File: src/rtl/nolinear_ctrl_if.sv
// Request/status and datapath control-word bundle for nolinear_ctrl.
// master = requester/observer side, slave = controller side.
interface nolinear_ctrl_if;
    logic       start;
    logic [1:0] op_mode;
    logic       flush;
    logic       busy;
    logic       in_ack;
    logic       done;
    logic [1:0] mode;
    logic       valid;
    logic [2:0] s_in;
    logic       s_mux;
    logic [2:0] s_mult;
    logic       s_add;
    logic       en_add;
    logic       en_mult;

    modport master (
        output start, op_mode, flush,
        input  busy, in_ack, done, mode, valid, s_in, s_mux, s_mult, s_add, en_add, en_mult
    );

    modport slave (
        input  start, op_mode, flush,
        output busy, in_ack, done, mode, valid, s_in, s_mux, s_mult, s_add, en_add, en_mult
    );
endinterface

File: src/rtl/nolinear_ctrl.sv
// Pass sequencer for a pipelined nonlinear datapath (softmax/gelu/silu/root), fully registered outputs.
// Optional NOLINEAR_CTRL_PERF_EN adds saturating op_cnt/drop_cnt performance counters.
module nolinear_ctrl #(
    parameter int unsigned LATENCY = 4,
    parameter int unsigned CNT_W   = 3
) (
    input  logic               i_clk,
    input  logic               i_rst_n,
    nolinear_ctrl_if.slave     io_bus
`ifdef NOLINEAR_CTRL_PERF_EN
    ,
    output logic [15:0]        o_op_cnt,
    output logic [15:0]        o_drop_cnt
`endif
);

    typedef enum logic [2:0] {StIdle, StPass1, StPass2, StDone, StFlush} state_e;

    localparam logic [CNT_W-1:0] LastCnt = CNT_W'(LATENCY - 1);
    localparam logic [CNT_W-1:0] CntOne  = CNT_W'(1);

    state_e           r_state, w_state_nxt;
    logic [CNT_W-1:0] r_cnt, w_cnt_nxt;
    logic [1:0]       r_mode, w_mode_nxt;

    logic       r_busy, r_in_ack, r_done, r_p, r_en_add, r_en_mult;
    logic [2:0] r_sel;

    logic       w_pass, w_p, w_two, w_busy_nxt, w_ack_nxt, w_done_nxt;
    logic       w_en_add_nxt, w_en_mult_nxt;
    logic [2:0] w_sel_nxt;

    always_comb begin
        w_state_nxt = r_state;
        w_mode_nxt  = r_mode;
        case (r_state)
            StIdle: begin
                if (io_bus.start && !io_bus.flush) begin
                    w_state_nxt = StPass1;
                    w_mode_nxt  = io_bus.op_mode;
                end
            end
            StPass1: begin
                if (io_bus.flush) begin
                    w_state_nxt = StFlush;
                end else if (r_cnt == LastCnt) begin
                    w_state_nxt = (r_mode[1] == r_mode[0]) ? StPass2 : StDone;
                end
            end
            StPass2: begin
                if (io_bus.flush) begin
                    w_state_nxt = StFlush;
                end else if (r_cnt == LastCnt) begin
                    w_state_nxt = StDone;
                end
            end
            StDone:  w_state_nxt = io_bus.flush ? StFlush : StIdle;
            StFlush: w_state_nxt = StIdle;
            default: w_state_nxt = StIdle;
        endcase
        // Counter clears on every state entry and only advances within a pass.
        if ((w_state_nxt == r_state) && ((r_state == StPass1) || (r_state == StPass2))) begin
            w_cnt_nxt = r_cnt + CntOne;
        end else begin
            w_cnt_nxt = '0;
        end
    end

    // Outputs decoded from the next state so the registered word lines up with the state.
    always_comb begin
        w_pass        = (w_state_nxt == StPass1) || (w_state_nxt == StPass2);
        w_p           = (w_state_nxt == StPass2);
        w_two         = (w_mode_nxt[1] == w_mode_nxt[0]);
        w_busy_nxt    = (w_state_nxt != StIdle);
        w_ack_nxt     = (w_state_nxt == StPass1) && (r_state == StIdle);
        w_done_nxt    = (w_state_nxt == StDone);
        w_sel_nxt     = w_pass ? {w_p, w_mode_nxt} : 3'b000;
        w_en_add_nxt  = w_pass && !w_p && w_two;
        w_en_mult_nxt = w_pass && (w_p || w_two);
    end

    always_ff @(posedge i_clk or negedge i_rst_n) begin
        if (!i_rst_n) begin
            r_state   <= StIdle;
            r_cnt     <= '0;
            r_mode    <= 2'b00;
            r_busy    <= 1'b0;
            r_in_ack  <= 1'b0;
            r_done    <= 1'b0;
            r_sel     <= 3'b000;
            r_p       <= 1'b0;
            r_en_add  <= 1'b0;
            r_en_mult <= 1'b0;
        end else begin
            r_state   <= w_state_nxt;
            r_cnt     <= w_cnt_nxt;
            r_mode    <= w_mode_nxt;
            r_busy    <= w_busy_nxt;
            r_in_ack  <= w_ack_nxt;
            r_done    <= w_done_nxt;
            r_sel     <= w_sel_nxt;
            r_p       <= w_p;
            r_en_add  <= w_en_add_nxt;
            r_en_mult <= w_en_mult_nxt;
        end
    end

    assign io_bus.busy    = r_busy;
    assign io_bus.in_ack  = r_in_ack;
    assign io_bus.done    = r_done;
    assign io_bus.mode    = r_mode;
    assign io_bus.valid   = r_p;
    assign io_bus.s_in    = r_sel;
    assign io_bus.s_mult  = r_sel;
    assign io_bus.s_mux   = r_p;
    assign io_bus.s_add   = r_p;
    assign io_bus.en_add  = r_en_add;
    assign io_bus.en_mult = r_en_mult;

`ifdef NOLINEAR_CTRL_PERF_EN
    logic [15:0] r_op_cnt, r_drop_cnt;

    always_ff @(posedge i_clk or negedge i_rst_n) begin
        if (!i_rst_n) begin
            r_op_cnt   <= 16'h0000;
            r_drop_cnt <= 16'h0000;
        end else begin
            if ((r_state == StDone) && (r_op_cnt != 16'hFFFF)) begin
                r_op_cnt <= r_op_cnt + 16'd1;
            end
            if ((r_state != StIdle) && io_bus.start && (r_drop_cnt != 16'hFFFF)) begin
                r_drop_cnt <= r_drop_cnt + 16'd1;
            end
        end
    end

    assign o_op_cnt   = r_op_cnt;
    assign o_drop_cnt = r_drop_cnt;
`endif

endmodule

File: src/flat_wrapper.sv
// flat-port wrapper written by rule: the top's interface ports become plain ports
module nolinear_ctrl_flat 
#(
    parameter int unsigned LATENCY = 4,
    parameter int unsigned CNT_W   = 3
)
  (i_clk, i_rst_n, io_bus_start, io_bus_op_mode, io_bus_flush, io_bus_busy, io_bus_in_ack, io_bus_done, io_bus_mode, io_bus_valid, io_bus_s_in, io_bus_s_mux, io_bus_s_mult, io_bus_s_add, io_bus_en_add, io_bus_en_mult);
  nolinear_ctrl_if io_bus_i ();
  input  logic i_clk;
  input  logic i_rst_n;
  input wire logic [$bits(io_bus_i.start)-1:0] io_bus_start;
  input wire logic [$bits(io_bus_i.op_mode)-1:0] io_bus_op_mode;
  input wire logic [$bits(io_bus_i.flush)-1:0] io_bus_flush;
  output wire logic [$bits(io_bus_i.busy)-1:0] io_bus_busy;
  output wire logic [$bits(io_bus_i.in_ack)-1:0] io_bus_in_ack;
  output wire logic [$bits(io_bus_i.done)-1:0] io_bus_done;
  output wire logic [$bits(io_bus_i.mode)-1:0] io_bus_mode;
  output wire logic [$bits(io_bus_i.valid)-1:0] io_bus_valid;
  output wire logic [$bits(io_bus_i.s_in)-1:0] io_bus_s_in;
  output wire logic [$bits(io_bus_i.s_mux)-1:0] io_bus_s_mux;
  output wire logic [$bits(io_bus_i.s_mult)-1:0] io_bus_s_mult;
  output wire logic [$bits(io_bus_i.s_add)-1:0] io_bus_s_add;
  output wire logic [$bits(io_bus_i.en_add)-1:0] io_bus_en_add;
  output wire logic [$bits(io_bus_i.en_mult)-1:0] io_bus_en_mult;
  assign io_bus_i.start = io_bus_start;
  assign io_bus_i.op_mode = io_bus_op_mode;
  assign io_bus_i.flush = io_bus_flush;
  assign io_bus_busy = io_bus_i.busy;
  assign io_bus_in_ack = io_bus_i.in_ack;
  assign io_bus_done = io_bus_i.done;
  assign io_bus_mode = io_bus_i.mode;
  assign io_bus_valid = io_bus_i.valid;
  assign io_bus_s_in = io_bus_i.s_in;
  assign io_bus_s_mux = io_bus_i.s_mux;
  assign io_bus_s_mult = io_bus_i.s_mult;
  assign io_bus_s_add = io_bus_i.s_add;
  assign io_bus_en_add = io_bus_i.en_add;
  assign io_bus_en_mult = io_bus_i.en_mult;
  nolinear_ctrl #(.LATENCY(LATENCY), .CNT_W(CNT_W)) u_core (.i_clk(i_clk), .i_rst_n(i_rst_n), .io_bus(io_bus_i));
endmodule
File: config.mk
export PLATFORM = sky130hd
export DESIGN_NAME = nolinear_ctrl_flat
export DESIGN_NICKNAME = d
export VERILOG_FILES = /design/src/rtl/nolinear_ctrl_if.sv /design/src/rtl/nolinear_ctrl.sv /design/src/flat_wrapper.sv
export SDC_FILE = /design/constraint.sdc
export NUM_CORES = 1
export LEC_CHECK = 0
export CAP_MARGIN = 10
export CORE_MARGIN = 3
export CORE_UTILIZATION = 41
export CTS_CLUSTER_DIAMETER = 100
export DETAILED_ROUTE_END_ITERATION = 8
export PLACE_DENSITY_LB_ADDON = 0.2
export SYNTH_ARGS = -nofsm -noshare
export SYNTH_HDL_FRONTEND = slang
export SYNTH_SLANG_ARGS = --single-unit
File: constraint.sdc
create_clock -name i_clk -period 2 [get_ports i_clk]
set_clock_uncertainty 0.2 [all_clocks]
set_input_delay 0.4 -clock i_clk [delete_from_list [all_inputs] [get_ports i_clk]]
set_output_delay 0.4 -clock i_clk [all_outputs]
set_load 0.03 [all_outputs]
# After elaboration in Yosys (flattened, before gate mapping)
# Index checks and enable logic that the tools add are counted.
[word_totals]
word_cells = 46
output_inout_bits = 16
regBits = 17
[op_classes]
n_reduce_logical = 13
addsub = 1
eq_ne = 10
n_mux = 12
[ops]
columns = ["cell", "count"]
rows = [
  ["$mux W3", 8],
  ["$eq A3 B2 Y1 const B", 5],
  ["$pmux W3 S4", 1],
  ["$eq A3 B1 Y1 const B", 2],
  ["$logic_and A1 B1 Y1", 6],
  ["$mux W2", 2],
  ["$add A3 B1 Y3 const B", 1],
  ["$eq A3 B3 Y1", 1],
  ["$logic_not A3 Y1", 1],
  ["$logic_or A1 B1 Y1", 3],
  ["$reduce_bool A3 Y1", 1],
  ["$eq A1 B1 Y1", 2],
  ["$logic_not A1 Y1", 2],
  ["$mux W1", 1],
]

# Logic depth before layout (Yosys ltp)
# Gate-level depths: netlist of run 1.
[logic_depth]
ltp_word = 9
depth_mapped = 7
ltp_nobuf = 7

# Least setup slack after synthesis of run 1
# Ideal clock, no wire load.
[synth_timing]
kind = "reg-to-reg"
start = "reg u_core.r_cnt[0]"
end = "reg u_core.r_sel[1] (netlist: u_core.io_bus.s_in[1])"
path_slack_ns = 0.021
required_ns = 1.728
setup_ns = 0.072
t_arrival_ns = 1.707
n_path_buf = 0
path_stages_with_launch = 7
period_less_slack_ns = 1.979
path_cell_list = "dfrtp_1 > ha_1 > ha_1 > and2_4 > a221oi_4 > mux2_2 > nor2_1"
[synth_via]
elab_chain_cells = 7
elab_cells_between_ends = 10
[synth_rtl]
columns = ["element", "line_no", "rtl"]
rows = [
  ["from (decl)", "nolinear_ctrl.sv:23", "logic [CNT_W-1:0] r_cnt, w_cnt_nxt;"],
  ["from (signal assigned)", "nolinear_ctrl.sv:96", "r_cnt <= w_cnt_nxt;"],
  ["$eq A3 B2 Y1 (*)", "nolinear_ctrl.sv:46, nolinear_ctrl.sv:53", ""],
  ["$mux W3, on equally long branches", "nolinear_ctrl.sv:53, nolinear_ctrl.sv:46", ""],
  ["$mux W3, on equally long branches", "nolinear_ctrl.sv:51, nolinear_ctrl.sv:44", ""],
  ["$pmux W3 S4 (*)", "nolinear_ctrl.sv:36", "case (r_state)"],
  ["$eq A3 B1 Y1 or $eq A3 B2 Y1 (tied branches)", "nolinear_ctrl.sv:71", "w_pass = (w_state_nxt == StPass1) || (w_state_nxt == StPass2);"],
  ["$logic_or A1 B1 Y1 (*)", "nolinear_ctrl.sv:71", ""],
  ["$mux W3 (*)", "nolinear_ctrl.sv:77", "w_sel_nxt = w_pass ? {w_p, w_mode_nxt} : 3'b000;"],
  ["via u_core.w_sel_nxt[1]", "nolinear_ctrl.sv:31", "logic [2:0] w_sel_nxt;"],
  ["to (signal assigned)", "nolinear_ctrl.sv:101", "r_sel <= w_sel_nxt;"],
  ["to (decl)", "nolinear_ctrl.sv:27", "logic [2:0] r_sel;"],
]
# Mark *: on every way through the listed nets, which the timed path passes. The rest lies on a longest branch.

# Worst setup path after layout of run 1
[layout_timing]
start = "reg u_core.r_sel[0] (netlist: u_core.io_bus.s_in[0])"
end = "out io_bus_s_in[0]"
[layout_rtl]
columns = ["element", "line_no", "rtl"]
rows = [
  ["to (decl)", "flat_wrapper.sv:19", "output wire logic [$bits(io_bus_i.s_in)-1:0] io_bus_s_in;"],
]
# No word-level cell between the ends.

==> results of run 1 <==
[state kept, by name (all words and copies together), names as in the netlist]
name and flops:
u_core.io_bus.done 1, u_core.io_bus.in_ack 1, u_core.r_cnt 3, u_core.io_bus.s_in 3
u_core.io_bus.en_add 1, u_core.io_bus.busy 1, u_core.io_bus.mode 2, u_core.io_bus.s_add 1
u_core.r_state 3, u_core.io_bus.en_mult 1
[per-stage QoR]
stage / std cells / utilization / area [sq um] / setup WS, ps / total power [mW]
after floorplan: 69 / - / 781 / 21.0 / 0.528
after global placement: 116 / 0.584 / 1030 / 41.1 / 0.620
after detailed placement: 116 / 0.584 / 1030 / 2.49 / 0.621
after CTS: 120 / 0.601 / 1060 / 14.0 / 0.804
after global routing: 121 / 0.612 / 1080 / 12.4 / 0.835
final: 121 / 0.612 / 1080 / 82.3 / 0.793
[layer usage]
| metal | GRT usage | wire length [um] | vias to the layer above |
|---|---|---|---|
| met5 | 0 | 0 | - |
| met4 | 0.0691 | 15 | 0 |
| met3 | 0.0211 | 66 | 2 |
| met2 | 0.244 | 725 | 16 |
| met1 | 0.159 | 625 | 264 |
| li1 | - | - | 271 |
[area by class of cell]
cell class                      instances  area (sq um)
Multi-Input combinational cell         40           300
Tap cell                               25          31.3
Sequential cell                        17           425
Timing Repair Buffer                   28           270
Inverter                                7          26.3
Clock buffer                            4          26.3
Fill cell                             158           684
[how the worst max path moves through the flow]
stage	start	end	slack [ps]	depth (start not counted)
detailed placement	u_core.r_cnt[0]	u_core.io_bus.s_in[1]	2	6
global placement	io_bus_start	u_core.io_bus.s_in[0]	40	5
global route	u_core.io_bus.s_in[1]	io_bus_s_in[1]	10	1
CTS	u_core.io_bus.mode[0]	io_bus_mode[0]	10	1
finish	u_core.io_bus.s_in[0]	io_bus_s_in[0]	80	1
floorplan	u_core.r_cnt[0]	u_core.io_bus.s_in[1]	20	6
[cell usage after synthesis]
library cell  instances  area share
buf_4                 5       0.048
a221oi_4              1       0.034
nor2_1               12       0.058
xnor2_1               2       0.022
nand2_2               1      0.0080
mux2_2                1       0.014
nand2_1               3       0.014
inv_1                 7       0.034
nand2b_1              1      0.0080
nor3_1                2       0.013
nand3_1               2       0.013
ha_1                  3       0.048
nand2b_4              1       0.018
mux2i_1               3       0.038
or2_2                 1      0.0080
dfrtp_1              17        0.54
and2_4                1       0.011
nand3b_1              1      0.0096
o21ai_0               1      0.0064
nor3b_1               2       0.019
o32ai_2               1       0.021
a21o_1                1      0.0096
[what timing repair did]
item / in CTS / in global routing
pin swaps: 0 / 1
gates resized for setup: 1 / 5
buffers inserted: 0 / 1
endpoints found under the setup margin: 1 / 8
[kinds of logic (layout without fill, tap and decap cells)]
logic type / count (synthesis) / count (layout)
AO/OA/AOI/OAI: 4 / 4
XOR/XNOR: 2 / 2
adder cells (fa/ha/maj): 3 / 3
buffers and inverters: 12 / 39
flip-flops: 17 / 17
multiplexers: 4 / 4
AND/OR/NAND/NOR: 27 / 27
[power breakdown]
part,internal [mW],switching (mW)
clock,0.0773,0.101
sequential,0.371,0.0186
combinational,0.0978,0.127
total,0.546,0.247
==> flow_summary.ini, run 1 <==
[status]
status = finished, final reports clean

[final_layout]
finalNetCount = 106
most-common-layout-cells = clkdlybuf4s50_1, dfrtp_1, nor2_1, inv_1, buf_4
drive_above_1_share = 0.198
n_antenna_cell = 0
final_common_cell = clkdlybuf4s50_1
syn_to_final_growth_pct = 38.3

[critical_path]
startpoint_type = flip-flop
path_cells = clkdlybuf4s50_1
cp_data_required_time_ps = 1400
reg2reg_from = u_core.r_cnt[0]
critPathMaxFanout = 2
path_delay_family = buffers and inverters
worstPathArrival_ps = 1320
worst_path_max_delay_cell = clkdlybuf4s50_1
worstSetupPathType = flip-flop to primary output
cp-end-kind = primary output
r2r_slack_ps = 90
crit_buf_inv = 1
critical-path-max-stage-delay_ps = 680
ff2ff_path_depth = 6
r2r_end = u_core.io_bus.s_in[1]

[placement]
dpl.hpwl_um = 1100
gp_congestion = 0.800
portBuffers = 21

[route]
wl_per_cell_um = 11.8
dr.pass1.iters = 4
ant_nets = 0
drt_iter0_drc = 8
drt_wl_total_um = 1430
vias = 553
route.detailed.drc = 0
avgViaCountPerCell = 4.57

[sta]
finalCritPeriodShare = 0.959
max_freq_mhz = 521
slew_violations = 0
finalSetupViolations = 0
hold_violations = 0
rsz0062_at_grt = no
layout_min_cycle_time_ps = 1920
relSlewSlack = 0.758
final.setup.tns_ps = 0
hold_slack_ps = 233
worst_pin_slew_ps = 361

[grt]
grt_first_pass_wirelength_um = 2580
grt_pass1_vias = 597
grt_remaining_overflow = 0
grt_antenna_before_repair = 0
grtUsageTotal = 0.138
grt_max_degree = 18

[floorplan]
die_area_sq_um = 2460
fp.dieW_um = 49.6
coreArea_sq_um = 1760
num_rows = 15
fp.dieH_um = 49.6
design.portCount = 22
start_util = 0.443

[synth]
syn-num-nets = 78
synth-seq-area-share = 0.545
syn_area_sq_um = 781
muxShareOfSynthArea = 0.0529
avgSynthCellArea_sq_um = 11.3
yosys_warnings = 0
synth_fa_ha_area_frac = 0.0481
synth_compound_gate_area_share = 0.0705
syn_inst = 69
synthSimpleGateAreaFrac = 0.179
yosys.cell_types.count = 22
synthXorXnorAreaFrac = 0.0224
synth_top_family_by_area = simple AND/OR/NAND/NOR gates
synth_seq_cells = 17

[min_path]
hp-class = primary input to async pin

[power]
leakagePower_nw = 0.561
power_density_nw_per_um2 = 735
ir_drop_mv = 0.552

[clock_tree]
root_buffer = clkbuf_4
tritoncts = done
h-tree-depth = 1
cts.sinks = 17
clk_latency_ps = 280
clockBufferDepth = 2
hold_buffers = 0
path_clk_slew_ps = 100
cts-buffers-inserted = 3

[run]
cap_violations = 0
Note: power is estimated with default switching activity, not from simulation.
==> inputs of run 2 (changes only) <==
HOLD_SLACK_MARGIN = 0.08   (was not set)
==> results of run 2 <==
The final DEF is identical to that of run 1; final timing and power are the same.
==> inputs of run 3 (changes only) <==
CELL_PAD_IN_SITES_DETAIL_PLACEMENT = 2   (was not set)
CELL_PAD_IN_SITES_GLOBAL_PLACEMENT = 2   (was not set)
CORE_UTILIZATION = 26   (was 41)
SETUP_SLACK_MARGIN = 0.5   (was not set)
==> flow_summary.ini, run 3 (synthesis results as in run 1) <==
[clock_tree]
h-tree-depth = 1
tritoncts = done
root_buffer = clkbuf_4
cts-buffers-inserted = 3
clockBufferDepth = 2
path_clk_slew_ps = 100
clk_latency_ps = 290
cts.sinks = 17

[final_layout]
final_util = 0.426
syn_to_final_growth_pct = 53.2
multi_input_area_sq_um = 375
most-common-layout-cells = buf_4, dfrtp_1, buf_2, nor2_1, buf_6
seq_area_sq_um = 427
finalNetCount = 116
n_antenna_cell = 0
fillers = 305
layout.cells.non_filler = 137
drive_above_1_share = 0.557

[sta]
final.setup.tns_ps = 0
layout_min_cycle_time_ps = 1910
finalCritPeriodShare = 0.954
finalSetupViolations = 0
hold_violations = 0
worst_pin_slew_ps = 374
max_freq_mhz = 524
relSlewSlack = 0.749
slew_violations = 0
rsz0062_at_grt = yes

[power]
leakagePower_nw = 0.602
power_density_nw_per_um2 = 688
ir_drop_mv = 0.519
finalPower_mw = 0.823

[status]
status = finished, final reports clean

[floorplan]
design.portCount = 22
die_area_sq_um = 3700
fp.dieH_um = 60.8
fp.dieW_um = 60.8
coreArea_sq_um = 2810
num_rows = 19
start_util = 0.278

[grt]
grt_pass1_vias = 689
grt_remaining_overflow = 0
grt_antenna_before_repair = 0
grtUsageTotal = 0.124
grt_max_degree = 18
grt_first_pass_wirelength_um = 3280

[route]
dr.pass1.iters = 4
avgViaCountPerCell = 4.64
drt_iter0_drc = 5
drt_wl_total_um = 2020
ant_nets = 0
route.detailed.drc = 0
vias = 635
wl_per_cell_um = 14.7

[placement]
dp_cells = 122
dpl.hpwl_um = 1450
portBuffers = 21
gp_congestion = 0.715

[min_path]
hp-class = primary input to async pin

[critical_path]
cp_data_required_time_ps = 2030
startpoint_type = flip-flop
worstPathArrival_ps = 1940
r2r_slack_ps = 90
worstSetupPathType = flip-flop to flip-flop
ff2ff_path_depth = 6
cp-end-kind = flip-flop
critPathMaxFanout = 3

[run]
cap_violations = 0
-- run 3: cell count changes in the layout (fill, tap and decap cells not counted), sizes merged --
cell | previous run | this run
clkinv | 0 | 1
buf | 7 | 33
clkdlybuf4s50 | 18 | 5
dlymetal6s2s | 3 | 0
clkbuf | 4 | 3
-- run 3: cell type report --
class,count,share of cell area
clock buffers,3,0.0188
clock inverters,1,0.00418
inverters,7,0.0241
multi-input cells,40,0.314
flip-flops and latches,17,0.357
well taps,31,0.0324
repair buffers,38,0.250
-- run 3: per-layer routing --
| layer | wire length [um] | global-route usage |
|---|---|---|
| met2 | 1060 | 0.208 |
| met3 | 131 | 0.0511 |
| met5 | 0 | 0 |
| met1 | 813 | 0.148 |
| met4 | 13 | 0.0279 |
-- run 3: repair_timing --
item	CTS	global route
gates resized for setup	93	23
buffers inserted	5	6
pin swaps	6	6
setup endpoints to repair	31	21
hold buffers	0	0
-- run 3: report_power, final --
part	internal [mW]	total [mW]	switching (mW)
logic	0.103	0.249	0.146
clock network	0.0744	0.183	0.108
registers	0.371	0.391	0.0203
-- run 3: metrics by stage --
stage	instance area [sq um]	setup slack (ps)	hold WS, ps
finish	1200	92.9	229
global route	1200	-6.27	238
CTS	1100	84.4	227
detailed placement	1060	8.00	236
global placement	1060	63.3	225
floorplan	800	149	-95.6
-- run 3: worst paths after layout --
| kind | end | startpoint |
|---|---|---|
| setup / recovery | u_core.io_bus.s_in[1] | u_core.r_cnt[0] |
| hold / removal | u_core.io_bus.s_in[2] | i_rst_n |
| setup reg to reg | u_core.io_bus.s_in[1] | u_core.r_cnt[0] |
| hold reg to reg | u_core.r_state[2] | u_core.r_state[2] |
| max in group asynchronous | u_core.r_state[1] | i_rst_n |
| min in group i_clk | u_core.r_state[2] | u_core.r_state[2] |
-- run 3: worst max-delay path, stage by stage (launching register included) --
cell and delay [ps]:
dfrtp_1 420, ha_4 180, ha_4 150, and2_4 160, a221oi_4 310, mux2_4 340
nor2_2 80
